==> src/rtl/fpnew_pkg.sv <==
// Shared FPU helpers used by kill-capable units.
package fpnew_pkg;

  // Widest tag any kill-capable unit may use; callers zero-extend into this width.
  localparam int unsigned MaxTagWidth = 32;

  // True when tag equals kill_tag on every bit selected by mask.
  function automatic logic kill_match(input logic [MaxTagWidth-1:0] tag,
                                      input logic [MaxTagWidth-1:0] kill_tag,
                                      input logic [MaxTagWidth-1:0] mask);
    return ((tag ^ kill_tag) & mask) == '0;
  endfunction

endpackage

==> src/rtl/fpnew_pipe_elastic_stage.sv <==
// One elastic pipeline stage: a main register plus, when ReadyCut is set, a skid entry
// so that the upstream ready is purely registered.
module fpnew_pipe_elastic_stage
  import fpnew_pkg::*;
#(
  parameter int unsigned DataWidth = 64,
  parameter int unsigned TagWidth  = 8,
  parameter int unsigned ReadyCut  = 0
) (
  input  logic                 clk_i,
  input  logic                 rst_i,
  input  logic                 flush_i,
  input  logic                 kill_i,
  input  logic [TagWidth-1:0]  kill_tag_i,
  input  logic [TagWidth-1:0]  kill_mask_i,
  input  logic [DataWidth-1:0] data_i,
  input  logic [TagWidth-1:0]  tag_i,
  input  logic                 in_valid_i,
  output logic                 in_ready_o,
  output logic [DataWidth-1:0] data_o,
  output logic [TagWidth-1:0]  tag_o,
  output logic                 out_valid_o,
  input  logic                 out_ready_i,
  output logic [1:0]           occ_o
);

  logic                 valid_q, valid_d, skid_valid_q, skid_valid_d;
  logic [DataWidth-1:0] data_q, data_d, skid_data_q, skid_data_d;
  logic [TagWidth-1:0]  tag_q, tag_d, skid_tag_q, skid_tag_d;
  logic                 kill_main, kill_skid, kill_in;
  logic                 push, main_keep, skid_keep, in_keep;

  assign kill_main = flush_i | (kill_i & kill_match(MaxTagWidth'(tag_q), MaxTagWidth'(kill_tag_i),
                                                    MaxTagWidth'(kill_mask_i)));
  assign kill_skid = flush_i | (kill_i & kill_match(MaxTagWidth'(skid_tag_q),
                                                    MaxTagWidth'(kill_tag_i),
                                                    MaxTagWidth'(kill_mask_i)));
  assign kill_in   = flush_i | (kill_i & kill_match(MaxTagWidth'(tag_i), MaxTagWidth'(kill_tag_i),
                                                    MaxTagWidth'(kill_mask_i)));

  // Without a skid entry a bubble in main lets the stage accept even while stalled.
  assign in_ready_o = (ReadyCut == 0) ? (out_ready_i | ~valid_q) : ~skid_valid_q;
  assign push       = in_valid_i & in_ready_o;

  // Entries that survive this edge: main not popped, and nothing killed or flushed.
  assign main_keep = valid_q & ~out_ready_i & ~kill_main;
  assign skid_keep = skid_valid_q & ~kill_skid;
  assign in_keep   = push & ~kill_in;

  // Next state: compact surviving entries in arrival order (main, skid, input).
  always_comb begin
    valid_d      = valid_q;
    data_d       = data_q;
    tag_d        = tag_q;
    skid_valid_d = skid_valid_q;
    skid_data_d  = skid_data_q;
    skid_tag_d   = skid_tag_q;
    if (ReadyCut == 0) begin
      skid_valid_d = 1'b0;
      if (in_ready_o) begin
        valid_d = in_keep;
        if (in_valid_i) begin
          data_d = data_i;
          tag_d  = tag_i;
        end
      end else begin
        valid_d = main_keep;
      end
    end else if (main_keep) begin
      // A push implies an empty skid, so at most one of skid/input survives here.
      if (!skid_keep && in_keep) begin
        skid_valid_d = 1'b1;
        skid_data_d  = data_i;
        skid_tag_d   = tag_i;
      end else begin
        skid_valid_d = skid_keep;
      end
    end else if (skid_keep) begin
      valid_d      = 1'b1;
      data_d       = skid_data_q;
      tag_d        = skid_tag_q;
      skid_valid_d = in_keep;
      if (in_keep) begin
        skid_data_d = data_i;
        skid_tag_d  = tag_i;
      end
    end else begin
      valid_d      = in_keep;
      skid_valid_d = 1'b0;
      if (in_keep) begin
        data_d = data_i;
        tag_d  = tag_i;
      end
    end
  end

  // State registers with synchronous reset.
  always_ff @(posedge clk_i) begin
    if (rst_i) begin
      valid_q      <= 1'b0;
      data_q       <= '0;
      tag_q        <= '0;
      skid_valid_q <= 1'b0;
      skid_data_q  <= '0;
      skid_tag_q   <= '0;
    end else begin
      valid_q      <= valid_d;
      data_q       <= data_d;
      tag_q        <= tag_d;
      skid_valid_q <= skid_valid_d;
      skid_data_q  <= skid_data_d;
      skid_tag_q   <= skid_tag_d;
    end
  end

  assign out_valid_o = valid_q;
  assign data_o      = data_q;
  assign tag_o       = tag_q;
  assign occ_o       = {1'b0, valid_q} + {1'b0, skid_valid_q};

endmodule

==> src/rtl/fpnew_pipe_elastic.sv <==
// Elastic pipeline for FPU slices: a chain of stages carrying payload and tag, with
// selective kill, flush and an occupancy count for the issue logic.
module fpnew_pipe_elastic
  import fpnew_pkg::*;
#(
  parameter int unsigned DataWidth = 64,
  parameter int unsigned TagWidth  = 8,
  parameter int unsigned NumStages = 2,
  parameter int unsigned ReadyCut  = 0,
  parameter int unsigned OccWidth  = (NumStages == 0) ? 1 : $clog2(2 * NumStages + 1)
) (
  input  logic                 clk_i,
  input  logic                 rst_i,
  input  logic [DataWidth-1:0] data_i,
  input  logic [TagWidth-1:0]  tag_i,
  input  logic                 in_valid_i,
  output logic                 in_ready_o,
  output logic [DataWidth-1:0] data_o,
  output logic [TagWidth-1:0]  tag_o,
  output logic                 out_valid_o,
  input  logic                 out_ready_i,
  input  logic                 flush_i,
  input  logic                 kill_i,
  input  logic [TagWidth-1:0]  kill_tag_i,
  input  logic [TagWidth-1:0]  kill_mask_i,
  output logic [OccWidth-1:0]  occupancy_o,
  output logic                 busy_o
);

  if (NumStages == 0) begin : g_bypass
    // No storage: control inputs have nothing to act on.
    logic unused_bypass;
    assign unused_bypass = ^{clk_i, rst_i, flush_i, kill_i, kill_tag_i, kill_mask_i};
    assign data_o      = data_i;
    assign tag_o       = tag_i;
    assign out_valid_o = in_valid_i;
    assign in_ready_o  = out_ready_i;
    assign occupancy_o = '0;
    assign busy_o      = in_valid_i;
  end else begin : g_pipe
    // Per-stage boundary signals live in their own scope so the ready chain is acyclic.
    for (genvar i = 0; i < NumStages; i++) begin : g_stage
      logic                 in_v, in_r, out_v, out_r;
      logic [DataWidth-1:0] in_d, out_d;
      logic [TagWidth-1:0]  in_t, out_t;
      logic [1:0]           occ;
      logic [OccWidth-1:0]  occ_acc;

      if (i == 0) begin : g_head
        assign in_v       = in_valid_i;
        assign in_d       = data_i;
        assign in_t       = tag_i;
        assign in_ready_o = in_r;
        assign occ_acc    = OccWidth'(occ);
      end else begin : g_link
        assign in_v    = g_stage[i-1].out_v;
        assign in_d    = g_stage[i-1].out_d;
        assign in_t    = g_stage[i-1].out_t;
        assign occ_acc = g_stage[i-1].occ_acc + OccWidth'(occ);
      end

      if (i == NumStages - 1) begin : g_tail
        assign out_r = out_ready_i;
      end else begin : g_mid
        assign out_r = g_stage[i+1].in_r;
      end

      fpnew_pipe_elastic_stage #(
        .DataWidth (DataWidth),
        .TagWidth  (TagWidth),
        .ReadyCut  (ReadyCut)
      ) u_stage (
        .clk_i       (clk_i),
        .rst_i       (rst_i),
        .flush_i     (flush_i),
        .kill_i      (kill_i),
        .kill_tag_i  (kill_tag_i),
        .kill_mask_i (kill_mask_i),
        .data_i      (in_d),
        .tag_i       (in_t),
        .in_valid_i  (in_v),
        .in_ready_o  (in_r),
        .data_o      (out_d),
        .tag_o       (out_t),
        .out_valid_o (out_v),
        .out_ready_i (out_r),
        .occ_o       (occ)
      );
    end

    assign data_o      = g_stage[NumStages-1].out_d;
    assign tag_o       = g_stage[NumStages-1].out_t;
    assign out_valid_o = g_stage[NumStages-1].out_v;
    assign occupancy_o = g_stage[NumStages-1].occ_acc;
    assign busy_o      = in_valid_i | (occupancy_o != '0);
  end

endmodule

==> config.mk <==
export PLATFORM = sky130hd
export DESIGN_NAME = fpnew_pipe_elastic
export DESIGN_NICKNAME = d
export VERILOG_FILES = /design/src/rtl/fpnew_pkg.sv /design/src/rtl/fpnew_pipe_elastic_stage.sv /design/src/rtl/fpnew_pipe_elastic.sv
export SDC_FILE = /design/constraint.sdc
export NUM_CORES = 1
export LEC_CHECK = 0
export ABC_CLOCK_PERIOD_IN_PS = 3300
export BUFFER_PORTS_ARGS = -buffer_cell sky130_fd_sc_hd__buf_2
export CORE_UTILIZATION = 54
export CTS_BUF_LIST = sky130_fd_sc_hd__clkbuf_16
export CTS_CLUSTER_SIZE = 10
export DETAILED_ROUTE_END_ITERATION = 7
export MAX_ROUTING_LAYER = met4
export PLACE_DENSITY = 0.92
export SYNTH_ARGS = -nofsm -noshare
export SYNTH_HDL_FRONTEND = slang
export SYNTH_SLANG_ARGS = --single-unit
==> constraint.sdc <==
create_clock -name clk_i -period 3.3 [get_ports clk_i]
set_clock_uncertainty 0.05 [all_clocks]
set_input_delay 0.66 -clock clk_i [delete_from_list [all_inputs] [get_ports clk_i]]
set_output_delay 0.66 -clock clk_i [all_outputs]
set_load 0.02 [all_outputs]
# Word-level counts from Yosys, hierarchy flattened
# Index checks and enable logic that the tools add are counted.
totals:
  register_bits: 146
  in_bits: 94
  output_inout_bits: 78
  wordCells: 45
classes:
  n_addsub: 1
  muxes: 2
  n_bitwise: 30
  n_reduce_logical: 6
ops:
  columns: ["operator", "n"]
  rows:
  - ["bitwise AND 32 x 8 -> 32 bit", 3]
  - ["zero test 32 bit", 3]
  - ["XOR 8 bit", 3]
  - ["bitwise AND 1 bit", 11]
  - ["NOT 1 bit", 7]
  - ["OR 1 bit", 6]
  - ["AND reduction 2 bit", 2]
  - ["nonzero test 3 bit", 1]
  - ["adder 1 x 1 -> 2 bit", 1]
  - ["two-way mux 1 bit", 2]

# Depth between registers and ports, before layout
# Gate-level depths: netlist (run 1).
logic_depth:
  depth_word: 8
  depth_mapped: 7
  depth_no_buf: 5

# Cells and area by module
# Synthesis (run 1) repeated with hierarchy kept, for this count alone.
hier_totals:
  hier_cells: 702
  area_unflattened_um2: 5595.4
modules_own_cells:
  columns: ["mod", "instances", "cells_per_inst", "area_each_um2", "seq_area_each_um2"]
  rows:
  - ["fpnew_pipe_elastic_stage", 2, 347, 2766.4, 1461.4]
  - ["fpnew_pipe_elastic", 1, 8, 62.6, 0.0]

# Least setup slack after synthesis (run 1)
# Ideal clock, no wire load.
synth_timing:
  path_kind: "input port to flip-flop"
  from: "input out_ready_i"
  to: "register g_pipe.g_stage[0].u_stage.valid_q"
  setup_ns: 0.128
  arrival_time_ns: 1.612
  required_time_ns: 3.122
  slack_ns: 1.510
  stages: 7
  path_buffers: 2
  cell_sequence: "nor2b_4 nand2_1 and2_4 buf_6 buf_8 o211ai_1 o41ai_1"
synth_via:
  elab_chain_cells: 5
  elab_cells_between_ends: 8
  classes_between: "mux (1); bitwise (7)"
synth_lines:
  columns: ["element", "line_no", "rtl"]
  rows:
  - ["start, declared", "fpnew_pipe_elastic.sv:21", "input logic out_ready_i,"]
  - ["OR 1 bit (*) (2 in a row)", "fpnew_pipe_elastic_stage.sv:42", "assign in_ready_o = (ReadyCut == 0) ? (out_ready_i | ~valid_q) : ~skid_valid_q;"]
  - ["net in_ready_o", "fpnew_pipe_elastic.sv:17", "output logic in_ready_o,"]
  - ["bitwise AND 1 bit", "fpnew_pipe_elastic_stage.sv:43", "assign push = in_valid_i & in_ready_o;"]
  - ["bitwise AND 1 bit", "fpnew_pipe_elastic_stage.sv:48", "assign in_keep = push & ~kill_in;"]
  - ["two-way mux 1 bit (*)", "fpnew_pipe_elastic_stage.sv:60", "if (in_ready_o) begin"]
  - ["end signal, assigned", "fpnew_pipe_elastic_stage.sv:107", "valid_q <= valid_d;"]
  - ["end, declared", "fpnew_pipe_elastic_stage.sv:27", "logic valid_q, valid_d, skid_valid_q, skid_valid_d;"]
# The timed path passes the listed nets; every way through them passes the cells marked *.
# A chain may end at the register's enable or synchronous reset.

# Worst setup path in the final report (run 1)
layout_timing:
  from: "register g_pipe.g_stage[1].u_stage.valid_q"
  to: "output occupancy_o[0]"
layout_via:
  elab_chain_cells: 1
layout_lines:
  columns: ["element", "line_no", "rtl"]
  rows:
  - ["start, declared", "fpnew_pipe_elastic_stage.sv:27", null]
  - ["start signal, assigned", "fpnew_pipe_elastic_stage.sv:107", null]
  - ["adder 1 x 1 -> 2 bit", "fpnew_pipe_elastic.sv:59", "assign occ_acc = g_stage[i-1].occ_acc + OccWidth'(occ);"]
  - ["end, declared", "fpnew_pipe_elastic.sv:26", "output logic [OccWidth-1:0] occupancy_o,"]
# No other way between the ends.

==> results_tabular.tex, run 1 <==
\begin{tabular}{lr}
\hline
Metric & Value \\
\hline
\multicolumn{2}{l}{\textbf{Critical path}} \\
Endpoint class of the critical path & primary output \\
Arrival time at the worst endpoint & 1.42 ns \\
Required time of the worst setup path & 2.59 ns \\
Category of the worst setup path launch point & flip-flop \\
Crit Path Category & flip-flop to primary output \\
Max FO, Critical Path & 4 \\
\multicolumn{2}{l}{\textbf{STA}} \\
Crit path time final & 2.13 ns \\
Accumulated negative setup slack & 0 ns \\
Number of endpoints failing setup at the final stage & 0 \\
Final worst path period share & 0.647 \\
Highest achievable clock rate & 0.469 GHz \\
Number of hold-slack violations in the final timing report & 0 \\
Final-report max-slew violation count & 0 \\
Worst slew margin & 0.443 \\
Transition at the pin with the smallest max-transition slack & 0.833 ns \\
Final Hold Slack & 0.398 ns \\
RSZ-0062 raised after global routing & no \\
\multicolumn{2}{l}{\textbf{Clocking}} \\
Hold-fix buffers, CTS & 0 \\
TritonCTS sink count & 146 \\
Largest buffer count on any clock path & 2 \\
Number of buffers inserted by post-CTS setup repair & 0 \\
H-tree depth reported by CTS & 4 \\
Cells resized by post-CTS repair & 0 \\
Clock-pin transition on the worst setup and hold timing paths & 0.06 ns \\
Number of buffers added by the clock tree synthesis step & 17 \\
Clock network latency to the later pin of the worst-skew pair & 0.41 ns \\
Root cell of the clock tree & clkbuf\_16 \\
CTS tree & done \\
\multicolumn{2}{l}{\textbf{Routing}} \\
Overall via count from detail\_route & 5071 \\
Number of detailed-routing iterations run before antenna repair & 5 \\
Starting DRT DRC Count & 198 \\
Detail Route Antenna Nets & 0 \\
Aggregate routed wire length & 13.6 mm \\
Mean routed wirelength per cell & 13.9 um \\
\# DRC & 0 \\
Routed via count divided by cell count & 5.20 \\
\multicolumn{2}{l}{\textbf{Power and ir drop}} \\
Peak ir drop on the vdd network & 0.455 mV \\
Pwr dens & 578 nW/um\^{}2 \\
P\_leak & 2.97 nW \\
\multicolumn{2}{l}{\textbf{Synth}} \\
Register area share after synthesis & 0.533 \\
Syn Std Cell Area & 5480 um\^{}2 \\
Most repeated cell in the gate-level netlist after synthesis & nand2\_1 \\
Number of standard cells after synthesis & 682 \\
Synthesized-area fraction occupied by and/or/nand/nor cells & 0.214 \\
Avg Cell Area, Syn & 8.03 um\^{}2 \\
Top flip-flop cell by instance count after synthesis & dfxtp\_1 \\
Area share of the largest cell type after synthesis & 0.533 \\
Parity-gate share of the synthesized area counting xor and xnor cells & 0.0384 \\
Main combinational cell family by area after synthesis & simple AND/OR/NAND/NOR gates \\
Register bit count reported by yosys & 146 \\
Post-synthesis cell type with the largest combined area & dfxtp\_1 \\
Post-synth cell types & 30 \\
Net count after synthesis & 778 \\
Cell types with the highest counts after synthesis & 294 x nand2\_1, 146 x dfxtp\_1, 140 x a21oi\_1 \\
Synth Area in Compound Gates & 0.155 \\
Top area cells in the synthesized netlist & dfxtp\_1 53\%, nand2\_1 20\%, a21oi\_1 13\% \\
EDFF count, synth & 0 \\
Post-synthesis async set-or-reset flop share & 0 \\
Mux share of post-synthesis cell area & 0 \\
Adder and majority cell fraction of the synthesized area & 0.00457 \\
Yosys Warn Count & 0 \\
\multicolumn{2}{l}{\textbf{Min path}} \\
Worst Hold Class & flip-flop to flip-flop \\
\multicolumn{2}{l}{\textbf{Layout}} \\
Fill count & 795 \\
Synth-to-layout area growth & 25.0\% \\
Fraction of layout instances using a drive strength above 1 & 0.255 \\
Count of nets after finishing & 926 \\
Diode count & 0 \\
\multicolumn{2}{l}{\textbf{Floorplanning}} \\
Die Span Y & 103 um \\
Total core area & 9820 um\^{}2 \\
Die width & 103 um \\
Starting density of the core & 0.558 \\
Number of ports placed on the die boundary & 172 \\
Number of rows in the core area & 36 \\
Die Footprint & 10600 um\^{}2 \\
\multicolumn{2}{l}{\textbf{Job}} \\
Number of max-cap violations & 0 \\
\multicolumn{2}{l}{\textbf{Place}} \\
Count of input and output buffers & 170 \\
Final HPWL from detailed placement & 8.39 mm \\
Placer congestion estimate & 0.821 \\
\multicolumn{2}{l}{\textbf{Run status}} \\
Outcome & finished clean \\
\multicolumn{2}{l}{\textbf{Global routing}} \\
Grt ovf & 0 \\
Antenna violations before repair & 0 \\
Vias in the first global route & 4638 \\
Pin count of the biggest net entering global routing & 74 \\
GRT Resource Usage Total & 0.270 \\
Wire length of the first global-routing pass & 21.4 mm \\
\hline
\end{tabular}
-- routing by layer --
metal,vias up,track usage,share of wire
met1,2311,0.312,0.42
met5,-,-,0
li1,2503,-,-
met3,29,0.0685,0.078
met2,228,0.445,0.49
met4,0,0.114,0.019
-- cell families (layout without fill, tap and decap cells) --
group / count (synthesis) / in the layout
xor gates and xnor gates: 24 / 24
DFF: 146 / 146
other: 1 / 1
buffers and inverters: 49 / 210
and+or+nand+nor: 303 / 303
adders and majority gates: 2 / 2
AOI/OAI and AO/OA: 157 / 157
-- cell usage in the layout (no fill, tap or decap), types with 2 or more instances in the layout --
cell type   Yosys  layout
buf_2          19     169
inv_8           0       2
buf_4           1       3
xor2_1         24      24
ha_1            2       2
a22o_1          2       2
a21oi_1       140     140
a222oi_1        3       3
nand2_1       294     294
clkbuf_16       0      17
clkinvlp_4      0       4
a21oi_2         4       4
and4_1          2       2
inv_6           0       6
inv_1           3       4
a22oi_1         2       2
a221oi_1        2       2
buf_12          0       3
dfxtp_1       146     146
-- path summary, 6_finish.rpt --
| kind | end | from | slack, ns | depth (start not counted) |
|---|---|---|---|---|
| worst max register to register | g_pipe.g_stage[0].u_stage.data_o[13] | g_pipe.g_stage[1].u_stage.out_valid_o | 1.38 | 6 |
| worst max-delay path | occupancy_o[0] | g_pipe.g_stage[1].u_stage.out_valid_o | 1.17 | 3 |
| worst min register to register | g_pipe.g_stage[1].u_stage.data_o[0] | g_pipe.g_stage[0].u_stage.data_o[0] | 0.40 | 2 |
| worst min-delay path | g_pipe.g_stage[1].u_stage.data_o[0] | g_pipe.g_stage[0].u_stage.data_o[0] | 0.40 | 2 |
-- registers in the layout (all words and copies together), names as in the netlist --
| name | count |
|---|---|
| g_pipe.g_stage.u_stage.data_o | 128 |
| g_pipe.g_stage.u_stage.tag_o | 16 |
| g_pipe.g_stage.u_stage.out_valid_o | 2 |
-- cell type report --
class	instances	area (um^2)	share of cell area
clock inverter	15	123	0.0179
clock buffer	17	425	0.0621
tap	133	166	0.0243
sequential	146	2920	0.427
inverter	3	11.3	0.00164
multi-input combinational	487	2270	0.332
timing repair buffer	175	928	0.136
-- metrics by stage --
| step | cells | cell area (um^2) | utilization | setup slack (ns) | total power [mW] |
|---|---|---|---|---|---|
| 5_1_grt | 976 | 6850 | 0.697 | 1.09 | 4.10 |
| 4_1_cts | 976 | 6850 | 0.697 | 1.16 | 3.98 |
| 3_3_place_gp | 944 | 6300 | 0.642 | 1.20 | 2.20 |
| 2_1_floorplan | 682 | 5480 | - | 1.51 | 2.09 |
| 6_report | 976 | 6850 | 0.697 | 1.17 | 3.96 |
| 3_5_place_dp | 944 | 6300 | 0.642 | 1.13 | 2.21 |
-- worst max-delay path: stages, from the launching register on --
cell,delay (ns)
dfxtp_1,0.41
inv_1,0.12
ha_1,0.32
buf_2,0.16
-- report_power, final --
group	leakage [nW]	total, mW	internal (mW)	switching (mW)
sequential	1.19	1.86	1.83	0.0351
clock	0.263	1.78	0.983	0.800
combinational	1.52	0.314	0.119	0.195
Power figures use the tool's default switching activity.
==> run 2, diff against run 1 <==
- ABC_CLOCK_PERIOD_IN_PS: 3300 -> 1700
- CORE_UTILIZATION: 54 -> 46
- PLACE_DENSITY: 0.92 -> 0.84
- clock period: 3.3 -> 1.7 ns (I/O delays scaled with it)
==> run 2 against run 1 <==
  * The flow now finishes with violations (DRC)
  * Largest cell class unchanged
  * Final area is 3.2% higher
  * Critical endpoint unchanged
  * First-iteration DRC count rose by 70%
  * Largest power group is now clock
  * Final cell count increased by 2.0%
==> results_tabular.tex, run 2 (synthesis results as in run 1) <==
\begin{tabular}{lr}
\hline
Metric & Value \\
\hline
\multicolumn{2}{l}{\textbf{Clocking}} \\
Number of buffers added by the clock tree synthesis step & 17 (unchanged) \\
CTS tree & done \\
Hold-fix buffers, CTS & 0 (unchanged) \\
TritonCTS sink count & 146 (unchanged) \\
Clock-pin transition on the worst setup and hold timing paths & 0.06 ns (about the same) \\
Largest buffer count on any clock path & 2 (unchanged) \\
H-tree depth reported by CTS & 4 (unchanged) \\
Clock network latency to the later pin of the worst-skew pair & 0.41 ns (about the same) \\
Root cell of the clock tree & clkbuf\_16 \\
\multicolumn{2}{l}{\textbf{Critical path}} \\
Max FO, Critical Path & 3 (-1) \\
Category of the worst setup path launch point & flip-flop \\
Origin of the worst setup path & g\_pipe.g\_stage[1].u\_stage.out\_valid\_o \\
Arrival time at the worst endpoint & 1.26 ns (-0.16 ns) \\
Required time of the worst setup path & 1.31 ns (-1.28 ns) \\
Number of cell instances on the worst register-to-register path & 5 (-1) \\
Worst reg2reg path startpoint & g\_pipe.g\_stage[0].u\_stage.tag\_o[1] \\
R2r endpoint & g\_pipe.g\_stage[1].u\_stage.out\_valid\_o \\
Setup slack of the worst register-to-register path & 0.29 ns (-1.09 ns) \\
Endpoint class of the critical path & primary output \\
Crit Path Category & flip-flop to primary output \\
\multicolumn{2}{l}{\textbf{Floorplanning}} \\
Starting density of the core & 0.476 (-0.0822) \\
Die width & 111 um (+8.2\%) \\
Total core area & 11500 um\^{}2 (+17\%) \\
Number of rows in the core area & 39 (+8.3\%) \\
Die Footprint & 12400 um\^{}2 (+17\%) \\
Number of ports placed on the die boundary & 172 (unchanged) \\
Die Span Y & 111 um (+8.2\%) \\
\multicolumn{2}{l}{\textbf{Global routing}} \\
Vias in the first global route & 4727 (+1.9\%) \\
Antenna violations before repair & 1 (+1) \\
GRT Resource Usage Total & 0.225 (-0.0451) \\
Wire length of the first global-routing pass & 21.6 mm (+1.0\%) \\
Grt ovf & 0 (unchanged) \\
Pin count of the biggest net entering global routing & 48 (-35\%) \\
\multicolumn{2}{l}{\textbf{Run status}} \\
Outcome & complete, but fails checks \\
Violations in the final reports & DRC \\
\multicolumn{2}{l}{\textbf{Min path}} \\
Hold\_sp & flush\_i \\
Capture endpoint of the worst hold path & g\_pipe.g\_stage[0].u\_stage.out\_valid\_o \\
Worst Hold Class & primary input to flip-flop \\
Cell depth of the worst min-delay path & 2 (unchanged) \\
\multicolumn{2}{l}{\textbf{Routing}} \\
Aggregate routed wire length & 13.0 mm (-4.3\%) \\
Starting DRT DRC Count & 337 (+70\%) \\
Uppermost metal layer occupied by signal nets & met4 \\
Overall via count from detail\_route & 4939 (-2.6\%) \\
Met2 wire len & 6.46 mm (-1.9\%) \\
Detail Route Antenna Nets & 0 (unchanged) \\
Met3 wire length & 694 um (-35\%) \\
\# DRC & 20 (+20) \\
Wire length on met1 & 5.71 mm (+0.69\%) \\
Number of detailed-routing iterations run before antenna repair & 6 (+1) \\
Routed via count divided by cell count & 4.96 (-4.6\%) \\
Mean routed wirelength per cell & 13.0 um (-6.2\%) \\
\multicolumn{2}{l}{\textbf{STA}} \\
Final worst path period share & 0.969 \\
Final Hold Slack & 0.0911 ns (-0.307 ns) \\
Accumulated negative setup slack & 0 ns (unchanged) \\
Highest achievable clock rate & 0.607 GHz \\
Number of endpoints failing setup at the final stage & 0 (unchanged) \\
Post-layout worst setup margin & 0.0530 ns (-1.11 ns) \\
Crit path time final & 1.65 ns \\
Number of hold-slack violations in the final timing report & 0 (unchanged) \\
Final-report max-slew violation count & 0 (unchanged) \\
\multicolumn{2}{l}{\textbf{Layout}} \\
Fraction of layout instances using a drive strength above 1 & 0.266 (+0.0114) \\
Top library cells by usage in the layout, fill and taps aside & 293 x nand2\_1, 168 x buf\_2, 144 x dfxtp\_1 \\
Fill count & 1009 (+27\%) \\
Leading cell type in the layout, fill and taps excluded & nand2\_1 \\
Max FFs per register & 128 (unchanged) \\
Count of nets after finishing & 936 (+1.1\%) \\
Final cell area excluding filler cells & 7070 um\^{}2 (+3.2\%) \\
Synth-to-layout area growth & 29.0\% \\
\multicolumn{2}{l}{\textbf{Power and ir drop}} \\
Share of total power consumed by net switching & 0.229 (-0.0316) \\
Peak ir drop on the vdd network & 0.894 mV (+97\%) \\
Cell internal pwr & 6.08 mW (+110\%) \\
P\_leak & 3.08 nW (+3.6\%) \\
Net Switching & 1.80 mW (+75\%) \\
Pwr dens & 1120 nW/um\^{}2 (+93\%) \\
Share of total power in the clock network & 0.460 (+0.010) \\
Overall power after layout & 7.88 mW (+99\%) \\
Reg power frac & 0.458 (-0.012) \\
Combinational share of power & 0.083 (+0.004) \\
\multicolumn{2}{l}{\textbf{Place}} \\
Final HPWL from detailed placement & 8.46 mm (+0.88\%) \\
Setup slack after placement & 0.165 ns (-0.966 ns) \\
Placer congestion estimate & 0.904 (+10\%) \\
Count of input and output buffers & 170 (unchanged) \\
Placed cell areas & 6460 um\^{}2 (+2.5\%) \\
\multicolumn{2}{l}{\textbf{Job}} \\
Number of max-cap violations & 0 (unchanged) \\
\hline
\end{tabular}
run 2: cell types whose count changed in the layout (fill, tap and decap cells not counted), sizes merged:
cell	change
buf	+10
bufinv	+3
clkinv	+4
clkinvlp	-1
diode	+1
inv	-7
run 2: worst max-delay path by stage:
stage | cells past startpoint | to
after floorplan | 7 | g_pipe.g_stage[0].u_stage.out_valid_o
final | 3 | occupancy_o[0]
after CTS | 3 | occupancy_o[0]
after global routing | 3 | occupancy_o[0]
after detailed placement | 6 | g_pipe.g_stage[1].u_stage.out_valid_o
after global placement | 6 | g_pipe.g_stage[1].u_stage.out_valid_o
run 2: worst max-delay path, stage by stage, from the launching register on:
cell	delay, ns
dfxtp_2	0.35
inv_2	0.06
ha_1	0.31
buf_6	0.14
run 2: what timing repair did:
item | in CTS | in global routing
gates resized for setup | 4 | 4
setup endpoints to repair | 3 | 3
buffers inserted | 2 | 0
run 2: through the flow:
| stage | util | cells |
|---|---|---|
| final | 0.614 | 996 |
| after global routing | 0.614 | 996 |
| after CTS | 0.613 | 995 |
| after detailed placement | 0.561 | 962 |
| after global placement | 0.561 | 962 |
| after floorplan | - | 682 |
run 2: power groups by stage:
stage          sequential, mW  combinational [mW]  clock (mW)
2_1_floorplan            3.70               0.361           0
3_3_place_gp             3.68               0.635           0
3_5_place_dp             3.68               0.645           0
4_1_cts                  3.61               0.653        3.69
5_1_grt                  3.62               0.720        3.85
6_report                 3.61               0.651        3.62
run 2: routing by layer:
layer / vias up / GRT usage
met5: - / -
met4: 0 / 0.0730
met3: 10 / 0.0683
met2: 131 / 0.380
met1: 2276 / 0.253
li1: 2522 / -
run 2: layout make-up:
cell class	count	area, um^2	area share
multi-input combinational	487	2270	0.322
clock inverter	14	149	0.0211
timing repair buffer	185	1100	0.155
clock buffer	17	425	0.0602
antenna	1	2.50	0.000354
inverter	3	11.3	0.00159
tap	143	179	0.0253
sequential	146	2930	0.414
==> run 3, diff against run 2 <==
- CORE_MARGIN: default -> 5
- SLEW_MARGIN: default -> 10
==> run 3 against run 2 <==
  * The run now ends clean
  * Clock power about the same
  * Combinational power decreased by 1%
  * Core utilization decreased by 0.61 points
  * Wire length increased by 4.9%
  * Global-route usage decreased by 2.8 points
  * Final cell count decreased by 0.10%
  * Largest cell class unchanged
==> results_tabular.tex, run 3 (synthesis results as in run 1) <==
\begin{tabular}{lr}
\hline
Metric & Value \\
\hline
\multicolumn{2}{l}{\textbf{Global routing}} \\
Grt ovf & 0 (unchanged) \\
GRT Resource Usage Total & 0.196 (-0.0282) \\
Wire length of the first global-routing pass & 22.1 mm (+2.3\%) \\
Antenna violations before repair & 0 (-1) \\
Pin count of the biggest net entering global routing & 65 (+35\%) \\
Vias in the first global route & 4545 (-3.9\%) \\
\multicolumn{2}{l}{\textbf{Routing}} \\
\# DRC & 0 (-100\%) \\
Number of detailed-routing iterations run before antenna repair & 4 (-2) \\
Aggregate routed wire length & 13.6 mm (+4.9\%) \\
Starting DRT DRC Count & 324 (-3.9\%) \\
Routed via count divided by cell count & 4.93 (-0.55\%) \\
Detail Route Antenna Nets & 0 (unchanged) \\
Overall via count from detail\_route & 4907 (-0.65\%) \\
Mean routed wirelength per cell & 13.7 um (+5.0\%) \\
\multicolumn{2}{l}{\textbf{Job}} \\
Number of max-cap violations & 0 (unchanged) \\
\multicolumn{2}{l}{\textbf{Clocking}} \\
Clock-pin transition on the worst setup and hold timing paths & 0.06 ns (about the same) \\
TritonCTS sink count & 146 (unchanged) \\
H-tree depth reported by CTS & 4 (unchanged) \\
Clock network latency to the later pin of the worst-skew pair & 0.42 ns (about the same) \\
Root cell of the clock tree & clkbuf\_16 \\
CTS tree & done \\
Largest buffer count on any clock path & 2 (unchanged) \\
Hold-fix buffers, CTS & 0 (unchanged) \\
Number of buffers added by the clock tree synthesis step & 17 (unchanged) \\
\multicolumn{2}{l}{\textbf{Critical path}} \\
Category of the worst setup path launch point & flip-flop \\
R2r endpoint & g\_pipe.g\_stage[1].u\_stage.out\_valid\_o \\
Critical path cell sequence & inv\_2 > ha\_2 > buf\_4 \\
Critical Path Slowest Stage Cell & dfxtp\_4 \\
Max FO, Critical Path & 2 (-1) \\
Origin of the worst setup path & g\_pipe.g\_stage[0].u\_stage.out\_valid\_o \\
Crit Path Category & flip-flop to primary output \\
Arrival time at the worst endpoint & 1.27 ns (about the same) \\
Top cell family by delay on the critical path & flip-flops \\
Crit path buf inv count & 2 (unchanged) \\
Destination of the critical timing path & occupancy\_o[0] \\
Number of cell instances on the worst register-to-register path & 5 (unchanged) \\
Slowest Stage Delay on Critical Path & 0.34 ns (about the same) \\
Setup slack of the worst register-to-register path & 0.28 ns (about the same) \\
Instance count on the critical path & 3 (unchanged) \\
Endpoint class of the critical path & primary output \\
Required time of the worst setup path & 1.31 ns (about the same) \\
Worst reg2reg path startpoint & g\_pipe.g\_stage[0].u\_stage.tag\_o[1] \\
\multicolumn{2}{l}{\textbf{STA}} \\
Crit path time final & 1.66 ns (+0.00938 ns) \\
Final worst path period share & 0.974 (+0.00552) \\
Accumulated negative setup slack & 0 ns (unchanged) \\
Number of endpoints failing setup at the final stage & 0 (unchanged) \\
Number of hold-slack violations in the final timing report & 0 (unchanged) \\
Highest achievable clock rate & 0.604 GHz (-0.57\%) \\
Final-report max-slew violation count & 0 (unchanged) \\
\multicolumn{2}{l}{\textbf{Floorplanning}} \\
Starting density of the core & 0.474 (-0.00201) \\
Number of rows in the core area & 39 (unchanged) \\
Number of ports placed on the die boundary & 172 (unchanged) \\
Die Footprint & 14200 um\^{}2 (+15\%) \\
Total core area & 11600 um\^{}2 (+0.42\%) \\
Die width & 119 um (+7.2\%) \\
Die Span Y & 119 um (+7.2\%) \\
\multicolumn{2}{l}{\textbf{Layout}} \\
Area used by sequential logic in the layout & 2930 um\^{}2 (unchanged) \\
Final cell area excluding filler cells & 7030 um\^{}2 (-0.57\%) \\
Utilization after layout & 0.607 (-0.00605) \\
Count of nets after finishing & 936 (unchanged) \\
Top library cells by usage in the layout, fill and taps aside & 293 x nand2\_1, 167 x buf\_2, 144 x dfxtp\_1 \\
Fraction of layout instances using a drive strength above 1 & 0.266 (unchanged) \\
Multi-input logic area & 2280 um\^{}2 (+0.11\%) \\
Diode count & 0 (-1) \\
Max FFs per register & 128 (unchanged) \\
Leading cell type in the layout, fill and taps excluded & nand2\_1 \\
Synth-to-layout area growth & 28.2\% \\
Fill count & 1024 (+1.5\%) \\
\multicolumn{2}{l}{\textbf{Power and ir drop}} \\
Share of total power consumed by net switching & 0.231 (+0.00258) \\
Cell internal pwr & 6.07 mW (-0.20\%) \\
Overall power after layout & 7.89 mW (+0.13\%) \\
Pwr dens & 1120 nW/um\^{}2 (+0.70\%) \\
Net Switching & 1.83 mW (+1.3\%) \\
Reg power frac & 0.457 (about the same) \\
Combinational share of power & 0.082 (about the same) \\
P\_leak & 3.06 nW (-0.79\%) \\
Share of total power in the clock network & 0.461 (about the same) \\
Peak ir drop on the vdd network & 0.620 mV (-31\%) \\
\multicolumn{2}{l}{\textbf{Place}} \\
Final HPWL from detailed placement & 8.99 mm (+6.2\%) \\
Placer congestion estimate & 0.863 (-4.6\%) \\
Placed cell areas & 6420 um\^{}2 (-0.58\%) \\
Count of input and output buffers & 170 (unchanged) \\
\multicolumn{2}{l}{\textbf{Min path}} \\
Worst Hold Class & primary input to flip-flop \\
Hold\_sp & flush\_i \\
\multicolumn{2}{l}{\textbf{Run status}} \\
Outcome & finished clean \\
\hline
\end{tabular}
[run 3: cell types whose count changed in the layout (fill, tap and decap cells not counted), sizes merged]
cell,before,now
clkinv,6,7
diode,1,0
inv,5,4
[run 3: metal layers]
metal	wire length, um	track usage	vias to the layer above
met2	6610	0.313	145
met3	872	0.0597	17
met1	5970	0.236	2220
met5	0	-	-
li1	-	-	2525
met4	172	0.0688	0
[run 3: how the worst min path moves through the flow]
| stage | to | slack [ns] | cells past startpoint |
|---|---|---|---|
| finish | g_pipe.g_stage[0].u_stage.out_valid_o | 0.07 | 2 |
| global route | g_pipe.g_stage[0].u_stage.out_valid_o | 0.08 | 2 |
| CTS | g_pipe.g_stage[0].u_stage.out_valid_o | 0.06 | 2 |
| detailed placement | g_pipe.g_stage[1].u_stage.data_o[14] | 0.39 | 2 |
| global placement | g_pipe.g_stage[1].u_stage.data_o[59] | 0.39 | 2 |
| floorplan | g_pipe.g_stage[1].u_stage.data_o[0] | 0.38 | 2 |
[run 3: stage by stage]
stage	instances	worst slack (ns)	hold slack, ns
2_1_floorplan	682	0.0104	0.382
3_3_place_gp	962	0.188	0.385
3_5_place_dp	962	0.154	0.393
4_1_cts	995	0.00214	0.0567
5_1_grt	995	-0.00690	0.0799
6_report	995	0.0436	0.0736
[run 3: timing repair]
item,CTS,global route
endpoints found under the setup margin,3,3
gates resized for setup,4,5
setup buffers,2,0
gates cloned,0,0
[run 3: area by class of cell]
type,instances,area share
Sequential cell,146,0.417
Multi-Input combinational cell,487,0.324
Timing Repair Buffer,185,0.151
Clock buffer,17,0.0606
Tap cell,143,0.0255
Clock inverter,14,0.0210
Inverter,3,0.00160
[run 3: worst register-to-register path: cells and delay by family, from the launching register on]
family	cells	cell delay [ns]
compound gates	3	0.51
simple gates	1	0.25
flops	1	0.34
xor+xnor	1	0.16
[run 3: power groups by stage]
stage | Clock, mW | Sequential (mW) | Combinational, mW
floorplan | 0 | 3.70 | 0.361
global placement | 0 | 3.68 | 0.629
detailed placement | 0 | 3.68 | 0.637
CTS | 3.70 | 3.61 | 0.646
global route | 3.84 | 3.62 | 0.715
finish | 3.64 | 3.61 | 0.644
